==> config.mk <==
export PLATFORM = sky130hd
export DESIGN_NAME = bias_bank_loader
export DESIGN_NICKNAME = d
export VERILOG_FILES = /design/src/rtl/sys_array_pkg.sv /design/src/rtl/bias_bank_loader.sv
export SDC_FILE = /design/constraint.sdc
export NUM_CORES = 1
export LEC_CHECK = 0
export ABC_AREA = 1
export CAP_MARGIN = 40
export CORE_ASPECT_RATIO = 0.6
export CORE_MARGIN = 5
export CORE_UTILIZATION = 45
export DETAILED_ROUTE_END_ITERATION = 7
export GPL_ROUTABILITY_DRIVEN = 1
export MAX_ROUTING_LAYER = met4
export PLACE_DENSITY = 0.81
export REMOVE_ABC_BUFFERS = 1
export SYNTH_ARGS = -nofsm -noshare
export SYNTH_HDL_FRONTEND = slang
export SYNTH_SLANG_ARGS = --single-unit
export TNS_END_PERCENT = 30
==> constraint.sdc <==
create_clock -name clk -period 3.91 [get_ports clk]
set_input_delay 0.391 -clock clk [delete_from_list [all_inputs] [get_ports clk]]
set_output_delay 0.391 -clock clk [all_outputs]
set_load 0.02 [all_outputs]
==> src/rtl/sys_array_pkg.sv <==
// Shared definitions for the systolic MNIST array: load-FSM states, default
// word/bank sizes shared with the bias ROM, and the packed-slice offset helper.
package sys_array_pkg;

    localparam int unsigned DEF_DATA_WIDTH = 8;
    localparam int unsigned DEF_SIZE       = 16;

    typedef enum logic [1:0] {
        StIdle,
        StLoad,
        StChk,
        StDone
    } load_state_e;

    // Bit offset of word t inside a packed bank of w-bit words.
    function automatic int unsigned pack_off(input int unsigned t,
                                             input int unsigned w = DEF_DATA_WIDTH);
        return w * t;
    endfunction

endpackage

==> src/rtl/bias_bank_loader.sv <==
// Writer side of the packed bias/weight bank. After a start pulse it takes SIZE
// words over a valid/ready handshake and stores word t at bits
// [DATA_WIDTH*t +: DATA_WIDTH] of data_bank_o.
// Optional build macro BIAS_LOAD_CHECKSUM_EN: one extra checksum word is taken
// after the bank words and compared against the modulo-2^DATA_WIDTH running sum.
module bias_bank_loader
    import sys_array_pkg::*;
#(
    parameter int unsigned DATA_WIDTH = DEF_DATA_WIDTH,
    parameter int unsigned SIZE       = DEF_SIZE,
    localparam int unsigned IDX_W     = $clog2(SIZE)
) (
    input  logic                       clk,
    input  logic                       rst,
    input  logic                       start_i,
    input  logic [DATA_WIDTH-1:0]      in_data_i,
    input  logic                       in_valid_i,
    output logic                       in_ready_o,
    output logic [DATA_WIDTH*SIZE-1:0] data_bank_o,
    output logic                       busy_o,
    output logic                       done_o,
    output logic                       err_o
);

    load_state_e                 state_q, state_d;
    logic [IDX_W-1:0]            idx_q, idx_d;
    logic [DATA_WIDTH*SIZE-1:0]  bank_q, bank_d;
    logic                        xfer;
    logic                        last;

    // Handshake flags decode from the state register only, so in_ready_o never
    // depends combinationally on in_valid_i.
    always_comb begin
        in_ready_o = (state_q == StLoad) || (state_q == StChk);
        busy_o     = in_ready_o;
        done_o     = (state_q == StDone);
        xfer       = in_valid_i && in_ready_o;
        last       = (idx_q == IDX_W'(SIZE - 1));
    end

    // Next state, write index and bank update; unwritten words keep old values.
    always_comb begin
        state_d = state_q;
        idx_d   = idx_q;
        bank_d  = bank_q;
        unique case (state_q)
            StIdle, StDone: begin
                if (start_i) begin
                    state_d = StLoad;
                    idx_d   = '0;
                end
            end
            StLoad: begin
                if (xfer) begin
                    bank_d[pack_off(32'(idx_q), DATA_WIDTH) +: DATA_WIDTH] = in_data_i;
                    if (last) begin
                        idx_d = '0;
`ifdef BIAS_LOAD_CHECKSUM_EN
                        state_d = StChk;
`else
                        state_d = StDone;
`endif
                    end else begin
                        idx_d = idx_q + 1'b1;
                    end
                end
            end
`ifdef BIAS_LOAD_CHECKSUM_EN
            StChk: begin
                if (xfer) begin
                    state_d = StDone;
                end
            end
`endif
            default: state_d = StIdle;
        endcase
    end

    // State, index and bank registers; reset discards any partial load.
    always_ff @(posedge clk or posedge rst) begin
        if (rst) begin
            state_q <= StIdle;
            idx_q   <= '0;
            bank_q  <= '0;
        end else begin
            state_q <= state_d;
            idx_q   <= idx_d;
            bank_q  <= bank_d;
        end
    end

    assign data_bank_o = bank_q;

`ifdef BIAS_LOAD_CHECKSUM_EN
    logic [DATA_WIDTH-1:0] sum_q;
    logic                  err_q;

    // Running sum over bank words, then compare against the trailing checksum.
    always_ff @(posedge clk or posedge rst) begin
        if (rst) begin
            sum_q <= '0;
            err_q <= 1'b0;
        end else if (start_i && ((state_q == StIdle) || (state_q == StDone))) begin
            sum_q <= '0;
            err_q <= 1'b0;
        end else if (xfer && (state_q == StLoad)) begin
            sum_q <= sum_q + in_data_i;
        end else if (xfer && (state_q == StChk)) begin
            err_q <= (in_data_i != sum_q);
        end
    end

    assign err_o = err_q;
`else
    assign err_o = 1'b0;
`endif

endmodule

==> metrics.csv <==
metric;value;unit
compound-gate portion of the synthesized area;7.41;%
drt drc;0;
core box area;0.0129;mm^2
IO Pins;144;
total wire length;17.1;mm
hold buffers post-CTS;0;
final net count;829;
GRT Total Usage;23.4;%
Non-Filler Instances;992;
post-CTS sizing;0;
Clk network pwr share;33.7;%
WL met1;8.03;mm
DR WL/cell;17.2;um
via count;5241;
Initial Util;45.9;%
Post-Synth Simple-Gate Area;27.7;%
Fmax;334;MHz
status;finished clean;
sequential-to-total area share from yosys stat;56.9;%
DR WL met2;6.90;mm
Min Hold Slack;0.383;ns
MaxCap Viol Count;0;
top cell type by total area after synthesis;dfrtp_1;
dpl cell area;0.00743;mm^2
fin crit period;3.00;ns
switching pwr;1.82;mW
Internal Pwr Total;2.86;mW
Antenna diodes;0;
Non-Filler Cell Area, Final;0.00801;mm^2
final worst slack;0.915;ns
Layout area overhead;35.9;%
Die ar.;0.0156;mm^2
initial antenna violation count;0;
WP data arrival;3.30;ns
largest family of logic cells by synthesized area;simple AND/OR/NAND/NOR gates;
TritonCTS buffer count;17;
TritonCTS clock tree;done;
Gate power share;32.9;%
Syn Area/Cell;8.73;um^2
worst slew pin tran;0.794;ns
Worst setup SP type;register;
Die Y;98.6;um
TritonCTS sink count;134;
Multi-input gate area;0.00221;mm^2
register area;0.00335;mm^2
Fin Clk Skew;0.00635;ns
commonest non-fill, non-tap cell in the layout;nand2_1;
First DRT Iteration DRCs;578;
Cells after Synth;675;
Sw Ratio;38.8;%
worst hold path class;in -> async;
Post-Synth XOR/XNOR Area;0.743;%
share of the synthesized area in the top cell type;56.9;%
global-route wire length before repair;27.8;mm
Worst slew margin;47.1;%
Die W;158;um
vias in the first global route;5102;
ANT nets after route;0;
Post-DP HPWL;12.3;mm
CP Class;reg -> reg;
Routability Congestion;0.938;
GRT overflow;0;
#FFs+latches synth;134;
Synth Warn #;0;
Final setup viols;0;
largest cells by area after synthesis;dfrtp_1 57%, nand2_1 14%, o21ai_1 4.6%;
mux cell area share after synthesis;0;%
Place WS;0.989;ns
CTS Root Cell;clkbuf_16;
layout cell share with drive strength beyond 1;8.88;%
synthesized cell area;0.00589;mm^2
WP data required;4.21;ns
port bufs;142;
pin count of the biggest net entering global routing;92;
Final Power;4.68;mW
clk slew on worst S/H paths;0.06;ns
highest routed metal layer;met4;
peak supply drop;0.432;mV
Setup crit end kind;register;
most frequent cells in the layout;223 x nand2_1, 142 x clkdlybuf4s50_1, 134 x dfrtp_1;
drt via density;5.28;
Filler cells;1044;
Clock Latency Late Sink;0.42;ns
Tcrit/Tclk final;76.6;%
static leakage;3.66;nW
CTS max path bufs;2;
Unique masters post-synth;30;
CTS H-tree lvls;4;
Rows;32;
setup bufs post-CTS;0;
worst-path maximum fanout;24;
Adder-Cell Fraction of Synth Area;1.70;%
metal3 WL;1.87;mm
RSZ-0062 raised after global routing;no;
Reg power frac;33.4;%
Post-Place Cells;960;
DR pass1 iterations;7;
Cell Pwr Density;584;mW/mm^2
Max Slew Vio Count;0;
final hold viol count;0;
## cells in the mapped netlist (all sizes together)
cell / n
ha: 8
nor3: 12
clkinv: 2
buf: 25
a21oi: 7
nand4: 33
conb: 1
clkbuf: 8
or2: 4
o21ai: 64
nand2: 230
nand3: 41
xnor2: 1
dfrtp: 134
o31ai: 7
o22ai: 1
xor2: 1
nor2: 55
inv: 40
nor4: 1
## path summary, 6_finish.rpt
path                                                endpoint  slack [ns]  cells past startpoint                        start
worst max-delay path             data_bank_o[30]$_DFFE_PP0P_        0.91                     10         idx_q[0]$_DFFE_PP0P_
worst min-delay path            data_bank_o[111]$_DFFE_PP0P_        0.38                      2                          rst
worst max register to register   data_bank_o[30]$_DFFE_PP0P_        0.91                     10         idx_q[0]$_DFFE_PP0P_
worst min register to register   data_bank_o[22]$_DFFE_PP0P_        0.47                      2  data_bank_o[22]$_DFFE_PP0P_
max in group asynchronous       data_bank_o[117]$_DFFE_PP0P_        2.63                      3                          rst
min in group clk                 data_bank_o[22]$_DFFE_PP0P_        0.47                      2  data_bank_o[22]$_DFFE_PP0P_
## power groups by stage
stage          clock [mW]  combinational (mW)  sequential, mW
2_1_floorplan           0               0.889            1.64
4_1_cts              1.59                1.52            1.56
6_report             1.58                1.54            1.56
3_3_place_gp            0                1.45            1.58
5_1_grt              1.66                1.67            1.57
3_5_place_dp            0                1.49            1.58
## critical path, cell delays in order, from the launching register on
cell and delay, ns:
dfrtp_1 0.58, inv_2 0.26, ha_1 0.39, xor2_2 0.20
buf_4 0.24, nor2_1 0.17, clkinv_1 0.08, nor2_1 0.58
inv_1 0.19, nor2_1 0.13, nor2_1 0.05
## sequential cells by signal, summed over array words and instances (netlist names)
register and flops:
idx_q 4, data_bank_o 128, state_q 2
## area by class of cell
cell class	instances	area share (%)
clock buffer	17	5.31
clock inverter	15	1.92
inverter	42	2.00
multi-input combinational	466	27.7
sequential	134	41.9
tap	170	2.66
timing repair buffer	148	18.6
## kinds of logic (layout without fill, tap and decap cells)
kind of cell	count (synthesis)	count (layout)
fa+ha+maj	8	8
buf+inv	75	222
xor+xnor	2	2
simple gates	376	376
other cells	1	1
compound gates	79	79
flops	134	134
## through the flow
| step | utilization, % | setup TNS (ns) |
|---|---|---|
| after floorplan | - | -8.54 |
| after global placement | 57.7 | 0 |
| after detailed placement | 57.8 | 0 |
| after CTS | 62.3 | 0 |
| after global routing | 62.3 | 0 |
| final | 62.3 | 0 |
## routing by layer
metal,vias up,global-route usage [%]
met1,2494,35.3
li1,2474,-
met3,25,7.94
met4,0,5.42
met5,-,-
met2,248,30.1
Power figures use the tool's default switching activity.
